File: src/rtl/tpu_pkg.sv
// rtl/tpu_pkg.sv - shared TPU types and constants
package tpu_pkg;

    localparam int DATA_W = 16;

    typedef logic [DATA_W-1:0] fixed16_t;

    typedef enum logic [1:0] {
        IDLE,
        LOADW,
        STREAM,
        DONE
    } feeder_state_t;

endpackage

File: src/rtl/systolic_feeder_if.sv
// rtl/systolic_feeder_if.sv - left/top edge bus from feeder into the 2x2 systolic array
interface systolic_feeder_if #(
    parameter int DATA_W = tpu_pkg::DATA_W
);

    logic [DATA_W-1:0] sys_data_in_11;
    logic [DATA_W-1:0] sys_data_in_21;
    logic              sys_start;
    logic [DATA_W-1:0] sys_weight_in_11;
    logic [DATA_W-1:0] sys_weight_in_12;
    logic              sys_accept_w_1;
    logic              sys_accept_w_2;
    logic              sys_switch_in;

    modport master (
        output sys_data_in_11,
        output sys_data_in_21,
        output sys_start,
        output sys_weight_in_11,
        output sys_weight_in_12,
        output sys_accept_w_1,
        output sys_accept_w_2,
        output sys_switch_in
    );

    modport slave (
        input sys_data_in_11,
        input sys_data_in_21,
        input sys_start,
        input sys_weight_in_11,
        input sys_weight_in_12,
        input sys_accept_w_1,
        input sys_accept_w_2,
        input sys_switch_in
    );

endinterface

File: src/rtl/feeder_rowbuf.sv
// rtl/feeder_rowbuf.sv - activation row buffer, one write port, two registered read ports
module feeder_rowbuf #(
    parameter int DATA_W = tpu_pkg::DATA_W,
    parameter int DEPTH  = 16,
    localparam int AW    = $clog2(DEPTH)
) (
    input  logic                clk,
    input  logic                rst,
    input  logic                wr_en,
    input  logic [AW-1:0]       wr_addr,
    input  logic [2*DATA_W-1:0] wr_data,
    input  logic                rd1_en,
    input  logic [AW-1:0]       rd1_addr,
    output logic [DATA_W-1:0]   rd1_col0,
    input  logic                rd2_en,
    input  logic [AW-1:0]       rd2_addr,
    output logic [DATA_W-1:0]   rd2_col1
);

    // Rows are stored as {A[r][1], A[r][0]}; port 1 feeds array row 1 (column 0),
    // port 2 feeds array row 2 (column 1), so each port returns only its half.
    logic [2*DATA_W-1:0] mem [DEPTH];

    // Storage write; contents intentionally survive reset.
    always_ff @(posedge clk) begin
        if (wr_en) begin
            mem[wr_addr] <= wr_data;
        end
    end

    // Registered reads; a disabled port drives 0 so the array edge sees zeros.
    always_ff @(posedge clk) begin
        if (rst) begin
            rd1_col0 <= '0;
            rd2_col1 <= '0;
        end else begin
            rd1_col0 <= rd1_en ? mem[rd1_addr][DATA_W-1:0]        : '0;
            rd2_col1 <= rd2_en ? mem[rd2_addr][2*DATA_W-1:DATA_W] : '0;
        end
    end

endmodule

File: src/rtl/systolic_feeder.sv
// rtl/systolic_feeder.sv - weight preload and skewed activation feeder for the 2x2 systolic array
module systolic_feeder
    import tpu_pkg::feeder_state_t, tpu_pkg::IDLE, tpu_pkg::LOADW, tpu_pkg::STREAM, tpu_pkg::DONE;
#(
    parameter int  DATA_W   = tpu_pkg::DATA_W,
    parameter int  MAX_ROWS = 16,
    localparam int AW       = $clog2(MAX_ROWS),
    localparam int CW       = AW + 1
) (
    input  logic                clk,
    input  logic                rst,
    input  logic                w_wr_en,
    input  logic [1:0]          w_wr_addr,
    input  logic [DATA_W-1:0]   w_wr_data,
    input  logic                a_wr_en,
    input  logic [AW-1:0]       a_wr_addr,
    input  logic [2*DATA_W-1:0] a_wr_data,
    input  logic                start,
    input  logic [CW-1:0]       num_rows,
    output logic                busy,
    output logic                done,
    systolic_feeder_if.master   sys
);

    feeder_state_t     state_q, state_d;
    logic [CW-1:0]     cnt_q, cnt_d;
    logic [CW-1:0]     n_q, n_d;
    logic [DATA_W-1:0] w_q   [4];
    logic [DATA_W-1:0] w_fwd [4];

    logic              wr_ok;
    logic              launch;

    logic              busy_d, done_d;
    logic [DATA_W-1:0] w11_d, w12_d, w11_q, w12_q;
    logic              acc1_d, acc2_d, sw_d, st_d;
    logic              acc1_q, acc2_q, sw_q, st_q;

    logic              rd1_en, rd2_en;
    logic [AW-1:0]     rd1_addr, rd2_addr;
    logic [DATA_W-1:0] rd1_col0, rd2_col1;

    assign wr_ok  = (state_q == IDLE);
    assign launch = wr_ok && start && (num_rows != '0) && (num_rows <= CW'(MAX_ROWS));

    // A weight written in the launch cycle must reach L0 on the next edge, so
    // the output mux sees the pending write rather than the stale register.
    always_comb begin
        for (int i = 0; i < 4; i++) begin
            w_fwd[i] = w_q[i];
        end
        if (w_wr_en && wr_ok) begin
            w_fwd[w_wr_addr] = w_wr_data;
        end
    end

    // 2x2 weight registers, indexed by {row,col}; host writes only while idle.
    always_ff @(posedge clk) begin
        if (rst) begin
            for (int i = 0; i < 4; i++) begin
                w_q[i] <= '0;
            end
        end else if (w_wr_en && wr_ok) begin
            w_q[w_wr_addr] <= w_wr_data;
        end
    end

    // Next state/count, and the edge outputs for the phase being entered.
    always_comb begin
        state_d  = state_q;
        cnt_d    = cnt_q;
        n_d      = n_q;
        w11_d    = '0;
        w12_d    = '0;
        acc1_d   = 1'b0;
        acc2_d   = 1'b0;
        sw_d     = 1'b0;
        st_d     = 1'b0;
        rd1_en   = 1'b0;
        rd2_en   = 1'b0;

        case (state_q)
            IDLE: begin
                if (launch) begin
                    state_d = LOADW;
                    cnt_d   = '0;
                    n_d     = num_rows;
                end
            end
            LOADW: begin
                if (cnt_q == CW'(1)) begin
                    state_d = STREAM;
                    cnt_d   = '0;
                end else begin
                    cnt_d = cnt_q + 1'b1;
                end
            end
            STREAM: begin
                if (cnt_q == n_q) begin
                    state_d = DONE;
                    cnt_d   = '0;
                end else begin
                    cnt_d = cnt_q + 1'b1;
                end
            end
            DONE: begin
                state_d = IDLE;
            end
            default: begin
                state_d = IDLE;
            end
        endcase

        // Columns shift downwards, so the bottom-row weight goes in first.
        if (state_d == LOADW) begin
            acc1_d = 1'b1;
            if (cnt_d == '0) begin
                w11_d = w_fwd[2];
            end else begin
                w11_d  = w_fwd[0];
                w12_d  = w_fwd[3];
                acc2_d = 1'b1;
            end
        end
        if (state_d == STREAM) begin
            rd1_en = (cnt_d < n_d);
            rd2_en = (cnt_d != '0);
            if (cnt_d == '0) begin
                w12_d  = w_fwd[1];
                acc2_d = 1'b1;
                sw_d   = 1'b1;
                st_d   = 1'b1;
            end
        end

        busy_d = (state_d != IDLE);
        done_d = (state_d == DONE);
    end

    assign rd1_addr = cnt_d[AW-1:0];
    assign rd2_addr = AW'(cnt_d - 1'b1);

    // State, counter and registered edge outputs.
    always_ff @(posedge clk) begin
        if (rst) begin
            state_q <= IDLE;
            cnt_q   <= '0;
            n_q     <= '0;
            busy    <= 1'b0;
            done    <= 1'b0;
            w11_q   <= '0;
            w12_q   <= '0;
            acc1_q  <= 1'b0;
            acc2_q  <= 1'b0;
            sw_q    <= 1'b0;
            st_q    <= 1'b0;
        end else begin
            state_q <= state_d;
            cnt_q   <= cnt_d;
            n_q     <= n_d;
            busy    <= busy_d;
            done    <= done_d;
            w11_q   <= w11_d;
            w12_q   <= w12_d;
            acc1_q  <= acc1_d;
            acc2_q  <= acc2_d;
            sw_q    <= sw_d;
            st_q    <= st_d;
        end
    end

    feeder_rowbuf #(
        .DATA_W (DATA_W),
        .DEPTH  (MAX_ROWS)
    ) u_rowbuf (
        .clk      (clk),
        .rst      (rst),
        .wr_en    (a_wr_en && wr_ok),
        .wr_addr  (a_wr_addr),
        .wr_data  (a_wr_data),
        .rd1_en   (rd1_en),
        .rd1_addr (rd1_addr),
        .rd1_col0 (rd1_col0),
        .rd2_en   (rd2_en),
        .rd2_addr (rd2_addr),
        .rd2_col1 (rd2_col1)
    );

    assign sys.sys_data_in_11   = rd1_col0;
    assign sys.sys_data_in_21   = rd2_col1;
    assign sys.sys_start        = st_q;
    assign sys.sys_weight_in_11 = w11_q;
    assign sys.sys_weight_in_12 = w12_q;
    assign sys.sys_accept_w_1   = acc1_q;
    assign sys.sys_accept_w_2   = acc2_q;
    assign sys.sys_switch_in    = sw_q;

endmodule

File: src/flat_wrapper.sv
// flat-port wrapper written by rule: the top's interface ports become plain ports
module systolic_feeder_flat import tpu_pkg::feeder_state_t, tpu_pkg::IDLE, tpu_pkg::LOADW, tpu_pkg::STREAM, tpu_pkg::DONE;
#(
    parameter int  DATA_W   = tpu_pkg::DATA_W,
    parameter int  MAX_ROWS = 16,
    localparam int AW       = $clog2(MAX_ROWS),
    localparam int CW       = AW + 1
)
  (clk, rst, w_wr_en, w_wr_addr, w_wr_data, a_wr_en, a_wr_addr, a_wr_data, start, num_rows, busy, done, sys_sys_data_in_11, sys_sys_data_in_21, sys_sys_start, sys_sys_weight_in_11, sys_sys_weight_in_12, sys_sys_accept_w_1, sys_sys_accept_w_2, sys_sys_switch_in);
  systolic_feeder_if #(.DATA_W(DATA_W)) sys_i ();
  input  logic clk;
  input  logic rst;
  input  logic w_wr_en;
  input  logic [1:0] w_wr_addr;
  input  logic [DATA_W-1:0] w_wr_data;
  input  logic a_wr_en;
  input  logic [AW-1:0] a_wr_addr;
  input  logic [2*DATA_W-1:0] a_wr_data;
  input  logic start;
  input  logic [CW-1:0] num_rows;
  output logic busy;
  output logic done;
  output wire logic [$bits(sys_i.sys_data_in_11)-1:0] sys_sys_data_in_11;
  output wire logic [$bits(sys_i.sys_data_in_21)-1:0] sys_sys_data_in_21;
  output wire logic [$bits(sys_i.sys_start)-1:0] sys_sys_start;
  output wire logic [$bits(sys_i.sys_weight_in_11)-1:0] sys_sys_weight_in_11;
  output wire logic [$bits(sys_i.sys_weight_in_12)-1:0] sys_sys_weight_in_12;
  output wire logic [$bits(sys_i.sys_accept_w_1)-1:0] sys_sys_accept_w_1;
  output wire logic [$bits(sys_i.sys_accept_w_2)-1:0] sys_sys_accept_w_2;
  output wire logic [$bits(sys_i.sys_switch_in)-1:0] sys_sys_switch_in;
  assign sys_sys_data_in_11 = sys_i.sys_data_in_11;
  assign sys_sys_data_in_21 = sys_i.sys_data_in_21;
  assign sys_sys_start = sys_i.sys_start;
  assign sys_sys_weight_in_11 = sys_i.sys_weight_in_11;
  assign sys_sys_weight_in_12 = sys_i.sys_weight_in_12;
  assign sys_sys_accept_w_1 = sys_i.sys_accept_w_1;
  assign sys_sys_accept_w_2 = sys_i.sys_accept_w_2;
  assign sys_sys_switch_in = sys_i.sys_switch_in;
  systolic_feeder #(.DATA_W(DATA_W), .MAX_ROWS(MAX_ROWS)) u_core (.clk(clk), .rst(rst), .w_wr_en(w_wr_en), .w_wr_addr(w_wr_addr), .w_wr_data(w_wr_data), .a_wr_en(a_wr_en), .a_wr_addr(a_wr_addr), .a_wr_data(a_wr_data), .start(start), .num_rows(num_rows), .busy(busy), .done(done), .sys(sys_i));
endmodule
File: config.mk
export PLATFORM = sky130hd
export DESIGN_NAME = systolic_feeder_flat
export DESIGN_NICKNAME = d
export VERILOG_FILES = /design/src/rtl/tpu_pkg.sv /design/src/rtl/systolic_feeder_if.sv /design/src/rtl/feeder_rowbuf.sv /design/src/rtl/systolic_feeder.sv /design/src/flat_wrapper.sv
export SDC_FILE = /design/constraint.sdc
export NUM_CORES = 1
export LEC_CHECK = 0
export CAP_MARGIN = 20
export CORE_UTILIZATION = 50
export DETAILED_ROUTE_END_ITERATION = 8
export PLACE_DENSITY = 0.66
export SLEW_MARGIN = 20
export SYNTH_ARGS = -nofsm -noshare
export SYNTH_HDL_FRONTEND = slang
export SYNTH_SLANG_ARGS = --single-unit
File: constraint.sdc
create_clock -name clk -period 7.03 [get_ports clk]
set_clock_uncertainty 0.15 [all_clocks]
set_input_delay 1.0545 -clock clk [delete_from_list [all_inputs] [get_ports clk]]
set_output_delay 1.0545 -clock clk [all_outputs]
set_load 0.01 [all_outputs]
==> impl_metrics.xml <==
<?xml version="1.0" encoding="UTF-8"?>
<metrics>
  <group name="status">
    <metric name="status" unit="">completed</metric>
  </group>
  <group name="routing">
    <metric name="detail_route.wirelength" unit="um">60120</metric>
    <metric name="drtPass1Iterations" unit="">5</metric>
    <metric name="vias" unit="">14269</metric>
    <metric name="drtAntennaViolNets" unit="">0</metric>
    <metric name="avgRoutedWirePerCell" unit="um">25.14</metric>
    <metric name="via_per_inst" unit="">5.968</metric>
    <metric name="drc" unit="">0</metric>
    <metric name="detailedRoute.firstIterationViolations" unit="">1307</metric>
  </group>
  <group name="placement">
    <metric name="dpl_cell_area" unit="sq um">28020</metric>
    <metric name="gp_congestion" unit="">0.7896</metric>
    <metric name="detailedPlacementHpwl" unit="um">30920</metric>
    <metric name="buffer_ports.inserted" unit="">133</metric>
    <metric name="placedCellCount" unit="">2272</metric>
    <metric name="dp_worst_setup_slack" unit="ns">1.688</metric>
  </group>
  <group name="worst_hold_path">
    <metric name="whs_endpoint" unit="">u_core.sys.sys_weight_in_12[14]</metric>
    <metric name="hp-class" unit="">flip-flop to flip-flop</metric>
    <metric name="holdCritStartpoint" unit="">u_core.w_q[3][14]</metric>
    <metric name="worstHoldPathCells" unit="">2</metric>
  </group>
  <group name="critical_path">
    <metric name="cp_cell_sequence" unit="">clkdlybuf4s50_1, nor4_4, mux2i_1, o21ai_1, o2bb2ai_4, inv_2, buf_4, ha_1, xnor2_2, buf_4, mux2i_1, o32ai_1</metric>
    <metric name="cp_slowest_cell" unit="">buf_4</metric>
    <metric name="crit_fanout" unit="">52</metric>
    <metric name="rrSetupSlack" unit="ns">2.51</metric>
    <metric name="timing.critical_path.max_delay_family" unit="">buffers and inverters</metric>
    <metric name="critical_path_arrival" unit="ns">5.09</metric>
    <metric name="end_kind" unit="">flip-flop</metric>
    <metric name="critPathLaunchType" unit="">input pin</metric>
    <metric name="timing.critical_path.slowest_cell_delay" unit="ns">0.58</metric>
    <metric name="r2r_start" unit="">u_core.cnt_q[0]</metric>
    <metric name="timing_startpoint_of_the_critical_path" unit="">num_rows[1]</metric>
    <metric name="rr_worst_depth" unit="">12</metric>
    <metric name="critical_path_class" unit="">input pin to flip-flop</metric>
    <metric name="critical_path.reg2reg.endpoint" unit="">u_core.u_rowbuf.rd2_col1[14]</metric>
    <metric name="buffers_inverters_on_critical_path" unit="">4</metric>
    <metric name="cp_data_required_time" unit="ns">7.37</metric>
  </group>
  <group name="clock_tree">
    <metric name="cts_hold_buffers" unit="">0</metric>
    <metric name="path_clk_slew" unit="ns">0.06</metric>
    <metric name="clk_buf_depth" unit="">3</metric>
    <metric name="htree_levels" unit="">3</metric>
    <metric name="post_cts_resized" unit="">0</metric>
    <metric name="setup_repair_bufs_after_cts" unit="">0</metric>
    <metric name="clk-insertion-delay-late" unit="ns">0.59</metric>
    <metric name="clock_tree_from_tritoncts" unit="">yes</metric>
    <metric name="clock_sinks" unit="">657</metric>
    <metric name="cts_buf_count" unit="">66</metric>
    <metric name="clock-root-buffer" unit="">clkbuf_16</metric>
  </group>
  <group name="cells_and_area">
    <metric name="final_util" unit="">0.5962</metric>
    <metric name="drive_gt1_frac" unit="">0.1461</metric>
    <metric name="post-route-cell-area" unit="sq um">30100</metric>
    <metric name="areaGrowthSynthToFinish" unit="%">16.68</metric>
    <metric name="final_net_count" unit="">1740</metric>
    <metric name="final_cell_count_no_fill" unit="">2391</metric>
    <metric name="layout.filler_cells" unit="">3795</metric>
  </group>
  <group name="power">
    <metric name="power_frac_clock" unit="">0.396</metric>
    <metric name="p_int" unit="mW">6.642</metric>
    <metric name="cellPowerDensity" unit="nW/um^2">284.9</metric>
    <metric name="total_switching_power" unit="mW">1.935</metric>
    <metric name="total_power" unit="mW">8.576</metric>
    <metric name="switching_share" unit="">0.2256</metric>
    <metric name="peakVddDrop" unit="mV">0.2249</metric>
    <metric name="cellLeakagePower" unit="nW">10.60</metric>
    <metric name="power.share.sequential" unit="">0.506</metric>
    <metric name="comb_power_share" unit="">0.097</metric>
  </group>
  <group name="logic_synthesis">
    <metric name="mean_instance_size_in_the_synthesized_netlist" unit="sq um">16.92</metric>
    <metric name="synth_warnings" unit="">0</metric>
    <metric name="synth.cell_area" unit="sq um">25800</metric>
    <metric name="synthDistinctLibCells" unit="">66</metric>
    <metric name="synthesis.instances" unit="">1525</metric>
    <metric name="dominantRegCellSynth" unit="">edfxtp_1</metric>
    <metric name="synth.area.top_cells" unit="">edfxtp_1, dfxtp_1, mux4_2</metric>
    <metric name="synth_top_cell_area_share" unit="">0.6705</metric>
    <metric name="synth_fp_nets" unit="">1597</metric>
    <metric name="post_synthesis_sequential_element_count" unit="">657</metric>
    <metric name="synth_top_area_cell" unit="">edfxtp_1</metric>
    <metric name="synth-seq-area-share" unit="">0.7334</metric>
    <metric name="postSynth.asyncResetShare" unit="">0</metric>
    <metric name="synth_enable_flop_cells" unit="">576</metric>
  </group>
  <group name="grt">
    <metric name="grt_use_total" unit="">0.2314</metric>
    <metric name="antenna_found_initial" unit="">2</metric>
    <metric name="grt_max_degree" unit="">101</metric>
    <metric name="gr-total-overflow" unit="">0</metric>
    <metric name="first_pass_grt_wire_length" unit="um">90100</metric>
    <metric name="number_of_global_route_vias_before_repair" unit="">14166</metric>
  </group>
  <group name="timing">
    <metric name="worst_pin_slew" unit="ns">1.128</metric>
    <metric name="number_of_hold_violations_in_the_final_report" unit="">0</metric>
    <metric name="finalWorstPathRequiredPeriod" unit="ns">4.753</metric>
    <metric name="slew_violations" unit="">0</metric>
    <metric name="final_ws_setup" unit="ns">2.277</metric>
    <metric name="maxClockFrequency" unit="MHz">210.4</metric>
    <metric name="min_period_over_period" unit="">0.6761</metric>
    <metric name="hold-worst-slack" unit="ns">0.3697</metric>
    <metric name="slew_headroom" unit="">0.2483</metric>
    <metric name="setup_repair_after_global_routing_missed_its_margin" unit="">no</metric>
    <metric name="report.final.setup_viol" unit="">0</metric>
    <metric name="fin_setup_tns" unit="ns">0</metric>
  </group>
  <group name="run">
    <metric name="cap_violations" unit="">0</metric>
  </group>
  <group name="floorplan">
    <metric name="fp.coreArea" unit="sq um">50480</metric>
    <metric name="initial_utilization" unit="">0.5110</metric>
    <metric name="die_footprint" unit="sq um">52510</metric>
    <metric name="row_count" unit="">82</metric>
    <metric name="die-height" unit="um">229.1</metric>
    <metric name="die_x" unit="um">229.1</metric>
    <metric name="boundaryPins" unit="">134</metric>
  </group>
</metrics>
worst min-delay path, stage by stage (launching register included):
cell	delay, ns
edfxtp_1	0.32
mux2i_1	0.06
o22ai_1	0.09
routing by layer:
layer | routed length [um] | vias to the layer above | track usage
met5 | 11 | - | 0
met4 | 1181 | 2 | 0.06979
met3 | 3790 | 90 | 0.03586
met2 | 29600 | 492 | 0.3789
met1 | 25540 | 7301 | 0.3214
li1 | - | 6384 | -
power by group through the flow:
stage / clock network (mW) / logic (mW) / registers [mW]
4_1_cts: 3.45 / 0.841 / 4.34
3_5_place_dp: 0 / 0.838 / 4.43
5_1_grt: 3.60 / 0.902 / 4.35
6_report: 3.40 / 0.834 / 4.34
2_1_floorplan: 0 / 0.554 / 4.43
3_3_place_gp: 0 / 0.825 / 4.42
worst max path at each step:
stage | to | cells past startpoint
2_1_floorplan | u_core.u_rowbuf.rd1_col0[10] | 16
3_3_place_gp | u_core.u_rowbuf.rd2_col1[8] | 12
3_5_place_dp | u_core.u_rowbuf.rd2_col1[5] | 12
4_1_cts | u_core.u_rowbuf.rd2_col1[14] | 12
5_1_grt | u_core.u_rowbuf.rd2_col1[10] | 12
6_report | u_core.u_rowbuf.rd2_col1[14] | 12
sequential cells by signal (all words and copies together), names as in the netlist, 5 cells and up:
| name | flops |
|---|---|
| u_core.u_rowbuf.mem | 512 |
| u_core.w_q | 64 |
| u_core.sys.sys_weight_in_11 | 16 |
| u_core.sys.sys_weight_in_12 | 16 |
| u_core.u_rowbuf.rd1_col0 | 16 |
| u_core.u_rowbuf.rd2_col1 | 16 |
| u_core.cnt_q | 5 |
| u_core.n_q | 5 |
area by class of cell:
| class | instances | area [sq um] | area share |
|---|---|---|---|
| tap | 672 | 840.8 | 0.02794 |
| multi-input combinational | 742 | 6504 | 0.2161 |
| timing repair buffer | 174 | 1652 | 0.05487 |
| inverter | 27 | 106.4 | 0.003534 |
| antenna | 1 | 2.502 | 0.00008314 |
| clock buffer | 89 | 1821 | 0.06049 |
| clock inverter | 29 | 254.0 | 0.008439 |
| sequential | 657 | 18920 | 0.6286 |
layout by cell type (no fill, tap or decap), types with 25 or more instances in the layout:
cell and count:
inv_1 25, nand2_1 48, buf_4 40, clkbuf_16 68, a211oi_1 96, nor2_1 64
clkdlybuf4s50_1 133, nor3b_1 32, mux4_2 64, mux2i_1 101, edfxtp_1 576, and3_1 96
dfxtp_1 81
synth_stat cells, types with 4 or more instances:
cell / instances
edfxtp_1: 576
mux2i_1: 101
a211oi_1: 96
and3_1: 96
dfxtp_1: 81
nor2_1: 78
clkbuf_1: 73
mux4_2: 64
nand2_1: 49
nor3b_1: 32
inv_1: 25
o21ai_0: 18
a211o_1: 17
buf_2: 17
or3_1: 17
and2_1: 16
o2111a_1: 16
o22ai_1: 16
o32ai_1: 16
a221oi_2: 10
nand2b_1: 9
ha_1: 8
nor3_1: 8
nand3_1: 7
a221oi_1: 6
xnor2_1: 6
nor2b_1: 5
or2_2: 4
cells by family (layout without fill, tap and decap cells):
family / count (synthesis) / count (layout) / synth area share
flip-flops: 657 / 657 / 0.7334
AND/OR/NAND/NOR: 336 / 336 / 0.07280
AO/OA/AOI/OAI: 224 / 224 / 0.07091
multiplexers: 167 / 167 / 0.09604
buffers and inverters: 126 / 319 / 0.02061
adder cells (fa/ha/maj): 8 / 8 / 0.003880
XOR/XNOR: 7 / 7 / 0.002377
other: 0 / 1 / 0
Power figures use the tool's default switching activity.
